File: config.mk
export PLATFORM = sky130hd
export DESIGN_NAME = blake2_msg_assembler
export DESIGN_NICKNAME = d
export VERILOG_FILES = /design/src/rtl/blake2_ctrl_pkg.sv /design/src/rtl/msg_pkt_buffer.sv /design/src/rtl/blake2_msg_assembler.sv
export SDC_FILE = /design/constraint.sdc
export NUM_CORES = 1
export LEC_CHECK = 0
export CAP_MARGIN = 20
export CELL_PAD_IN_SITES_DETAIL_PLACEMENT = 1
export CELL_PAD_IN_SITES_GLOBAL_PLACEMENT = 2
export CORE_MARGIN = 4
export CORE_UTILIZATION = 31
export DETAILED_ROUTE_END_ITERATION = 6
export PLACE_DENSITY_LB_ADDON = 0.12
export SETUP_SLACK_MARGIN = 0.3
export SLEW_MARGIN = 0
export SYNTH_ARGS = -nofsm -noshare
export SYNTH_HDL_FRONTEND = slang
export SYNTH_HIERARCHICAL = 1
export SYNTH_SLANG_ARGS = --single-unit
File: constraint.sdc
create_clock -name clk -period 2.4 [get_ports clk]
set_clock_uncertainty 0.05 [all_clocks]
set_input_delay 0.24 -clock clk [delete_from_list [all_inputs] [get_ports clk]]
set_output_delay 0.24 -clock clk [all_outputs]
set_load 0.01 [all_outputs]
File: src/rtl/blake2_ctrl_pkg.sv
// ---------------------------------------------------------------------------
// blake2_ctrl_pkg
//   Shared definitions for the BLAKE2 front-end control blocks
//   (controller_fifo_stack and blake2_msg_assembler).
//   - default parameter constants (FIFO word width, packet/block geometry,
//     message counter width)
//   - assembler state enum
//   - packet/block width derivation helpers
// ---------------------------------------------------------------------------
package blake2_ctrl_pkg;

   localparam int DEF_DBITS    = 2;   // FIFO word width
   localparam int DEF_RD_PKT   = 2;   // words per FIFO read packet
   localparam int DEF_BLK_PKTS = 4;   // packets per message block
   localparam int DEF_CBITS    = 16;  // message word counter width

   typedef enum logic [1:0] {
      FILL = 2'd0,   // collecting packets from the FIFO
      HOLD = 2'd1,   // block full, waiting to learn whether more data follows
      SEND = 2'd2    // block presented to the compression core
   } asm_state_e;

   // packet width in bits
   function automatic int pkt_width(input int dbits, input int rd_pkt);
      return dbits * rd_pkt;
   endfunction

   // block width in bits
   function automatic int blk_width(input int dbits, input int rd_pkt, input int blk_pkts);
      return dbits * rd_pkt * blk_pkts;
   endfunction

endpackage

File: src/rtl/msg_pkt_buffer.sv
// ---------------------------------------------------------------------------
// msg_pkt_buffer
//   Block staging buffer: NSLOT packet slots of PW bits, written one slot at
//   a time by index, cleared synchronously, presented as one flat word with
//   slot k at bits [(k+1)*PW-1 : k*PW].
// Ports:
//   clk      in   clock
//   reset_n  in   asynchronous active-low reset (clears all slots)
//   wr_en    in   write wr_data into slot wr_idx
//   wr_idx   in   [IW]  slot index
//   wr_data  in   [PW]  packet
//   clr      in   synchronous clear of all slots (wins over wr_en)
//   data     out  [NSLOT*PW] packed block
// ---------------------------------------------------------------------------
module msg_pkt_buffer #(
   parameter int PW    = 4,
   parameter int NSLOT = 4,
   parameter int IW    = 3
) (
   input  logic                  clk,
   input  logic                  reset_n,
   input  logic                  wr_en,
   input  logic [IW-1:0]         wr_idx,
   input  logic [PW-1:0]         wr_data,
   input  logic                  clr,
   output logic [NSLOT*PW-1:0]   data
);

   logic [NSLOT-1:0][PW-1:0] slot;

   always_ff @(posedge clk or negedge reset_n) begin
      if (!reset_n) begin
         slot <= '0;
      end else if (clr) begin
         slot <= '0;
      end else if (wr_en) begin
         for (int k = 0; k < NSLOT; k++)
            if (wr_idx == IW'(k)) slot[k] <= wr_data;
      end
   end

   assign data = slot;

endmodule

File: src/rtl/blake2_msg_assembler.sv
// ---------------------------------------------------------------------------
// blake2_msg_assembler
//   Pops packets from controller_fifo_stack and packs them into message
//   blocks for the BLAKE2 compression core. Tracks the running message word
//   count t and the final-block flag. A full block is held back until either
//   more FIFO data shows up (non-final) or end of message is known (final),
//   so no block is mis-flagged and no empty trailing block is emitted.
// Ports:
//   clk         in   clock
//   reset_n     in   asynchronous active-low reset
//   fifo_empty  in   FIFO empty flag
//   fifo_dout   in   [PW] FIFO packet, valid the cycle after fifo_rd
//   fifo_rd     out  FIFO pop request (only when fifo_empty=0)
//   msg_end     in   end-of-message pulse, latched internally
//   blk_valid   out  block available
//   blk_ready   in   core accepts block
//   blk_data    out  [BW] packed block, packet k at [(k+1)*PW-1 : k*PW]
//   blk_t       out  [cbits] message words up to and including this block
//   blk_final   out  last block of the message
//   blk_num     out  [8] block index within message (ASM_BLKCNT_EN only)
// Optional build macro: ASM_BLKCNT_EN adds the blk_num port and counter.
// ---------------------------------------------------------------------------
module blake2_msg_assembler
   import blake2_ctrl_pkg::*;
#(
   parameter int  dbits    = DEF_DBITS,
   parameter int  rd_pkt   = DEF_RD_PKT,
   parameter int  blk_pkts = DEF_BLK_PKTS,
   parameter int  cbits    = DEF_CBITS,
   localparam int PW       = pkt_width(dbits, rd_pkt),
   localparam int BW       = blk_width(dbits, rd_pkt, blk_pkts)
) (
   input  logic             clk,
   input  logic             reset_n,
   input  logic             fifo_empty,
   input  logic [PW-1:0]    fifo_dout,
   output logic             fifo_rd,
   input  logic             msg_end,
   output logic             blk_valid,
   input  logic             blk_ready,
   output logic [BW-1:0]    blk_data,
   output logic [cbits-1:0] blk_t,
   output logic             blk_final
`ifdef ASM_BLKCNT_EN
   ,
   output logic [7:0]       blk_num
`endif
);

   localparam int CW = $clog2(blk_pkts + 1);

   asm_state_e       state;
   logic [CW-1:0]    pkt_cnt;
   logic             rd_pend;
   logic             end_req;
   logic [cbits-1:0] t;

   logic             full;
   logic             can_final;
   logic             hs;
   logic [cbits-1:0] t_next;

   assign full      = (32'(pkt_cnt) == blk_pkts);
   // an empty final block is only legitimate for an empty message
   assign can_final = (pkt_cnt != '0) || (t == '0);
   assign hs        = (state == SEND) && blk_ready;
   assign t_next    = t + cbits'(32'(pkt_cnt) * rd_pkt);

   // Counting the in-flight read keeps back-to-back pops from overfilling.
   // Gated by reset_n so the pop request is low while reset is held.
   assign fifo_rd = reset_n && (state == FILL) && !fifo_empty &&
                    ((32'(pkt_cnt) + 32'(rd_pend)) < blk_pkts);

   msg_pkt_buffer #(.PW(PW), .NSLOT(blk_pkts), .IW(CW)) u_buf (
      .clk     (clk),
      .reset_n (reset_n),
      .wr_en   ((state == FILL) && rd_pend),
      .wr_idx  (pkt_cnt),
      .wr_data (fifo_dout),
      .clr     (hs),
      .data    (blk_data)
   );

   always_ff @(posedge clk or negedge reset_n) begin
      if (!reset_n) begin
         state     <= FILL;
         pkt_cnt   <= '0;
         rd_pend   <= 1'b0;
         end_req   <= 1'b0;
         t         <= '0;
         blk_valid <= 1'b0;
         blk_t     <= '0;
         blk_final <= 1'b0;
`ifdef ASM_BLKCNT_EN
         blk_num   <= '0;
`endif
      end else begin
         if (msg_end) end_req <= 1'b1;
         case (state)
            FILL: begin
               rd_pend <= fifo_rd;
               if (rd_pend) pkt_cnt <= pkt_cnt + CW'(1);
               // transitions wait for the in-flight packet to land
               if (!rd_pend && full) begin
                  state <= HOLD;
               end else if (!rd_pend && end_req && fifo_empty && can_final) begin
                  state     <= SEND;
                  blk_valid <= 1'b1;
                  blk_final <= 1'b1;
                  blk_t     <= t_next;
                  t         <= t_next;
               end
            end
            HOLD: begin
               // pending data proves this block is not the last one
               if (!fifo_empty || end_req) begin
                  state     <= SEND;
                  blk_valid <= 1'b1;
                  blk_final <= fifo_empty;
                  blk_t     <= t_next;
                  t         <= t_next;
               end
            end
            SEND: begin
               if (blk_ready) begin
                  state     <= FILL;
                  blk_valid <= 1'b0;
                  pkt_cnt   <= '0;
                  if (blk_final) begin
                     t       <= '0;
                     // a pulse in this very cycle belongs to the next message
                     end_req <= msg_end;
                  end
`ifdef ASM_BLKCNT_EN
                  blk_num <= blk_final ? 8'd0 : blk_num + 8'd1;
`endif
               end
            end
            default: state <= FILL;
         endcase
      end
   end

endmodule

* After elaboration in Yosys (flattened, before gate mapping)
Cells that the tools add are included.
** Operators by class
- $add $sub $neg :: 3
- Multipliers :: 0
- Divide/modulo/power cells :: 0
- Order comparisons :: 1
- Eq/ne operators :: 13
- Shift-type cells :: 0
- Muxes and demuxes :: 32
- Bitwise logic cells :: 0
- Reductions and logical operators :: 34
** Operators with widths (count)
- $mux 16 :: 7
- $pmux 16 s3 :: 1
- $pmux 16 s2 :: 1
- $add 16x4->16 :: 1
- $logic_not 16->1 :: 1
- $mux 4 :: 4
- $reduce_bool 2->1 :: 7
- $ne 2x2->1 const B :: 5
- $logic_and 1x1->1 :: 9
- $mux 1 :: 9
- $mux 2 :: 4
- $reduce_and 2->1 :: 4
- $eq 3x2->1 const B :: 2
- $mux 3 :: 2
- $pmux 2 s3 :: 1
- $pmux 3 s2 :: 1
- $reduce_and 3->1 :: 2
- $reduce_and 6->1 :: 1
- $reduce_bool 3->1 :: 2
- $reduce_and 5->1 :: 1
- $add 3x1->4 :: 1
- $lt 4x3->1 const B :: 1
- $reduce_and 4->1 :: 1
- $add 3x1->3 const B :: 1
- 12 further kinds :: 14
** Storage, ports and cells
- Flip-flop bits (word level) :: 57
- Bits in latches :: 0
- Memory bits (writable) :: 0
- ROM bits :: 0
- Bits of input ports :: 9
- Memories kept :: 0

* Longest topological paths before layout
Gate-level depths: netlist of the first run.
- Depth in word-level cells :: 7
- Mapped depth :: 8
- Depth with buffers taken out :: 7

* By module
Netlist of the first run, hierarchy kept.
** Modules (own cells, without submodules)
- blake2_msg_assembler :: times used 1, cells an instance 198, area an instance 1980.6 um^2, sequential area each 975.9 um^2
- msg_pkt_buffer :: times used 1, cells an instance 60, area an instance 758.2 um^2, sequential area each 400.4 um^2

* Worst setup path before layout of the first run
Ideal clock, no wire load.
- Kind :: reg-to-reg
- Start point :: register pkt_cnt[1]
- End point :: register t[10]
- Arrival :: 2.213 ns
- Required time :: 2.226 ns
- Setup slack :: 0.013 ns
- Cell stages (with the launch flop) :: 7
- Cells stage by stage :: dfrtp_1 -> ha_1 -> a211oi_1 -> or2_2 -> or4b_1 -> and3_1 -> a211o_1
** Between the ends
- Longest elaborated chain between the ends :: 5
- Elaborated cells on any way between the ends :: 13
** RTL lines
- from (decl) :: line blake2_msg_assembler.sv:53 : logic [CW-1:0] pkt_cnt;
- from (signal assigned) :: line blake2_msg_assembler.sv:102 : if (rd_pend) pkt_cnt <= pkt_cnt + CW'(1);
- branches (longest 5 deep; another with $add 16x4->16)
- to (signal assigned) :: line blake2_msg_assembler.sv:111 : t <= t_next;
- to (signal assigned) :: line blake2_msg_assembler.sv:121 : t <= t_next;
- to (decl) :: line blake2_msg_assembler.sv:56 : logic [cbits-1:0] t;
Parallel ways; which one is timed is not known. The select of a mux whose other input is x is not followed.
A chain may end at the register's enable or synchronous reset.

* Final worst setup path of the first run
- Start point :: register pkt_cnt[2]
- End point :: register t[10]
The elaborated chain is that of the path after synthesis.

==> metrics, run 1 <==
status=finished, final reports clean; std cell rows=34; Clk pwr share=15.4%; Syn Std Cell Area=2740 µm²; I/O pins=44; DRC viols=0; H-tree depth=2; clk slew on worst S/H paths=0.10 ns; later-pin clock latency in the skew report=0.32 ns; largest net degree at the start of global routing=56; Syn Inst Count=258; Final Hold Fails=0; die height=102 µm; Slew Viols, Final=0; CTS root buf=clkbuf_8; Slew HR=51.7%; min cycle time layout=2.13 ns; pin slew with the least headroom to its limit=0.725 ns; Die Wd=102 µm; routed wire length=7170 µm; Setup CP Type=reg -> reg; DR vias/cell=4.87; GRT Util Overall=14.6%; Crit. End Element=flip-flop; CTS max path bufs=2; switching power=1.33 mW; top-count cell post-synth=dfrtp_1; Yosys warning count=6; Sink Count=55; Final Cycle Share=88.7%; Starting Density=31.6%; first drt pass iteration count=4; vias=2109; CTS tree=built; Post-synth EDFFs=0; critical path peak fanout=4; Final ANT Viol Nets=0; initial antenna violation count=0; vias in the first global route=2253; Flop pwr share=36.8%; Layout Nets=339; input/output buffers=42; Synth Area per Inst=10.6 µm²; post-synthesis cell type count=45; Inserted Clock Buffers=5; Max Cap Viol=0; most common flop cell mapped by yosys=dfrtp_1; reg-to-reg startpoint=pkt_cnt[2]; Final Wtd Congestion=0.756; final instance area=3680 µm²; P_int=2.15 mW; Crit path largest cell delay=0.53 ns; RSZ-0062 raised after global routing=true; worst path cell trace=ha_4, nor2_2, or2_4, or4b_4, and3_4, a211o_1; Post-synth top cells=dfrtp_1, nand2b_1, nand2_1, mux2i_1, nor2_1; switching share of power=38.2%; Setup Viol. Count Final=0; # fillers=991; drt wl/cell=16.5 µm; Critical path origin=pkt_cnt[2]; Power Density=946 nW/µm²; Yosys top cell area share=50.3%; grt ovf=0; fmax=470 MHz; first-pass GRT wire length=11900 µm; Leakage=1.71 nW; Yosys top cell by area=dfrtp_1; layout cells sized above 1=22.5%; setup_tns=0 ns; Post-Syn Nets=273; violation count after the first detailed-routing iteration=69; core box area=8680 µm²; Worst IR Drop VDD=0.000341 V; die footprint=10400 µm²; register area share after synthesis=50.3%; Antenna Cells=0; combinational share of power=47.8%; DP Wirelength=5170 µm; Slowest-stage cell, CP=or4b_4; Hold Slack=0.0388 ns; CP Data Arrival Time=2.29 ns; flops & latches, synth=55; WP data required=2.56 ns; Worst Hold Class=in -> async; Placed Instance Area=3460 µm²; Post-synth ARST share=100%; Area Growth Syn to Fin=34.4%; Startpoint Class=flip-flop; top cells by area, synth=dfrtp_1, mux2i_1, nand2b_1, a21o_1, xnor2_1
## metrics by stage
| stage | utilization [%] | instances | setup WS, ns | power [mW] |
|---|---|---|---|---|
| floorplan | - | 258 | 0.264 | 2.15 |
| global placement | 39.9 | 416 | 0.212 | 2.85 |
| detailed placement | 39.9 | 416 | 0.179 | 2.86 |
| CTS | 41.8 | 431 | 0.262 | 3.49 |
| global route | 42.4 | 433 | 0.223 | 3.73 |
| finish | 42.4 | 433 | 0.272 | 3.48 |
## worst paths after layout
| check | to | slack [ns] | depth (start not counted) |
|---|---|---|---|
| min in group clk | rd_pend | 0.28 | 4 |
| worst max-delay path | t[10] | 0.27 | 6 |
| worst min-delay path | blk_t[1] | 0.04 | 2 |
| max in group asynchronous | t[13] | 1.74 | 2 |
| worst max register to register | t[10] | 0.27 | 6 |
| worst min register to register | blk_t[1] | 0.44 | 2 |
## sequential cells by signal, indices dropped and copies added, names as in the netlist
name	cells
pkt_cnt	3
blk_final	1
end_req	1
rd_pend	1
blk_t	15
blk_valid	1
u_buf/data	16
state	2
t	15
## power groups by stage
| stage | sequential, mW | combinational, mW | clock (mW) |
|---|---|---|---|
| 2_1_floorplan | 1.33 | 0.826 | 0 |
| 3_3_place_gp | 1.33 | 1.52 | 0 |
| 3_5_place_dp | 1.33 | 1.53 | 0 |
| 4_1_cts | 1.28 | 1.64 | 0.561 |
| 5_1_grt | 1.31 | 1.82 | 0.596 |
| 6_report | 1.28 | 1.66 | 0.534 |
## layout make-up
type,count,area [µm²],area share (%)
inverter,5,18.8,0.510
multi-input combinational,183,1380,37.6
sequential,55,1390,37.6
clock inverter,3,18.8,0.510
tap,108,135,3.67
timing repair buffer,74,671,18.2
clock buffer,5,68.8,1.87
## cells in the final DEF, fill, tap and decap left out, types with 5 or more instances in the layout
cell type	count
a21o_1	15
buf_4	30
clkbuf_8	5
clkdlybuf4s50_1	40
dfrtp_1	48
dfrtp_2	7
inv_1	5
mux2i_1	16
nand2_1	18
nand2b_1	20
nor2_1	10
nor2_2	7
nor3_1	6
nor4_1	5
o21ai_0	15
xnor2_1	12
## worst max-delay path: cells and delay by family, from the launching register on
family                   cells  cell delay, ns
AND/OR/NAND/NOR              4            1.02
adder cells (fa/ha/maj)      1            0.29
AO/OA/AOI/OAI                1            0.22
flip-flops                   1            0.45
## what timing repair did
action                     4_1_cts  5_1_grt
pin swaps                        3        2
resized for setup                9       10
hold buffers                     0        0
buffers inserted                 7        2
setup endpoints to repair       31       29
gates cloned                     0        0
## cell families after synthesis
| family | after synthesis | synth area share (%) |
|---|---|---|
| other cells | 1 | 0.137 |
| xor+xnor | 14 | 4.48 |
| compound gates | 50 | 13.0 |
| fa+ha+maj | 6 | 3.02 |
| buf+inv | 20 | 3.29 |
| simple gates | 95 | 19.6 |
| flops | 55 | 50.3 |
| mux | 17 | 6.26 |
## per-layer routing
layer	up-vias	wire, µm	track usage [%]
li1	1032	-	-
met1	1039	3670	21.8
met5	-	0	0
met3	8	222	3.28
met2	30	3180	21.2
met4	0	88	3.83
(Power assumes the default switching activity.)
==> run 2: changes to the inputs <==
--- a/config.mk
+++ b/config.mk
@@ -13,6 +13,7 @@
 export DETAILED_ROUTE_END_ITERATION = 6
 export PLACE_DENSITY_LB_ADDON = 0.12
 export SETUP_SLACK_MARGIN = 0.3
+export SKIP_CTS_REPAIR_TIMING = 1
 export SLEW_MARGIN = 0
 export SYNTH_ARGS = -nofsm -noshare
 export SYNTH_HDL_FRONTEND = slang
==> run 2 against run 1 <==
Against the previous run: register-to-register slack got worse by 0.03 ns; non-clock buffer count fell by 2; global-route usage fell by 0.23 points; routed wire length fell by 0.82%; critical path depth did not move; clock power fell by 0.7%.
==> metrics, run 2 (synthesis gave the netlist of run 1 again) <==
status=finished, final reports clean; setup_tns=0 ns; pre-CTS setup slack=0.179 ns; routed wire length=7110 µm; vias in the first global route=2201; I/O pins=44; Area Growth Syn to Fin=33.8%; die height=102 µm; Final Util=42.2%; RSZ-0062 raised after global routing=true; Final Wtd Congestion=0.756; vias=2087; Die Wd=102 µm; Slew HR=51.8%; Slew Viols, Final=0; Final Hold Fails=0; commonest non-fill, non-tap cells in the layout=dfrtp_1, clkdlybuf4s50_1, buf_4, nand2b_1, nand2_1; Antenna Cells=0; pin slew with the least headroom to its limit=0.723 ns; Startpoint Class=flip-flop; layout cells sized above 1=22.9%; clk slew on worst S/H paths=0.10 ns; core box area=8680 µm²; Power Density=945 nW/µm²; Setup Viol. Count Final=0; Worst IR Drop VDD=0.000340 V; CTS max path bufs=2; Leakage=1.70 nW; std cell rows=34; critical path peak fanout=4; first-pass GRT wire length=11700 µm; initial antenna violation count=0; Worst Hold Class=in -> async; Sink Count=55; Final ANT Viol Nets=0; input/output buffers=42; grt ovf=0; fin worst setup slack=0.240 ns; # fillers=987; Layout Nets=337; Max Cap Viol=0; Final Cycle Share=90.0%; min cycle time layout=2.16 ns; WP data required=2.56 ns; Setup CP Type=reg -> reg; H-tree depth=2; later-pin clock latency in the skew report=0.31 ns; die footprint=10400 µm²; Starting Density=31.6%; violation count after the first detailed-routing iteration=75; max reg flops=16; GRT Util Overall=14.4%; DRC viols=0; largest net degree at the start of global routing=56; DP Wirelength=5170 µm; Crit. End Element=flip-flop; drt wl/cell=16.5 µm; DR vias/cell=4.84; CP Data Arrival Time=2.32 ns; first drt pass iteration count=4; most common cell after layout, fill and taps aside=dfrtp_1; Inserted Clock Buffers=5; CTS root buf=clkbuf_8; fmax=463 MHz; CTS tree=built
## run 2: critical path, cell delays in order (launching register included)
cell and delay [ns]:
dfrtp_2 0.48, ha_4 0.29, a211oi_4 0.06, or2_4 0.25, or4b_4 0.53, and3_4 0.18, a211o_1 0.21
## run 2: layout make-up
| class | instances | area (µm²) | share of cell area, % |
|---|---|---|---|
| clock buffer | 5 | 68.8 | 1.88 |
| multi-input combinational | 183 | 1380 | 37.7 |
| timing repair buffer | 72 | 656 | 17.9 |
| sequential | 55 | 1390 | 37.8 |
| inverter | 5 | 18.8 | 0.512 |
| clock inverter | 3 | 18.8 | 0.512 |
| tap | 108 | 135 | 3.69 |
## run 2: final timing paths
check | slack [ns] | to | cells past startpoint | startpoint
max | 0.24 | t[10] | 6 | t[2]
min | 0.04 | blk_t[1] | 2 | reset_n
max reg2reg | 0.24 | t[10] | 6 | t[2]
min reg2reg | 0.44 | blk_t[1] | 2 | blk_t[1]
max in group asynchronous | 1.74 | t[13] | 2 | reset_n
min in group clk | 0.28 | rd_pend | 4 | reset_n
## run 2: per-stage QoR
stage	std cells	cell area (µm²)	total power, mW	hold WS [ns]
2_1_floorplan	258	2790	2.15	-0.106
5_1_grt	431	3660	3.72	0.107
4_1_cts	424	3550	3.42	0.0664
3_3_place_gp	416	3460	2.85	0.411
3_5_place_dp	416	3460	2.86	0.419
6_report	431	3660	3.46	0.0425
## run 2: per-layer routing
metal	track usage, %	share of wire (%)
met1	21.7	51
met2	20.6	45
met3	3.28	3.1
met4	3.83	1.2
met5	0	0
## run 2: power by group
group          total, mW  switching (mW)  internal [mW]
clock network      0.530           0.323          0.207
registers           1.29           0.172           1.12
logic               1.64           0.823          0.820
total               3.46            1.32           2.14
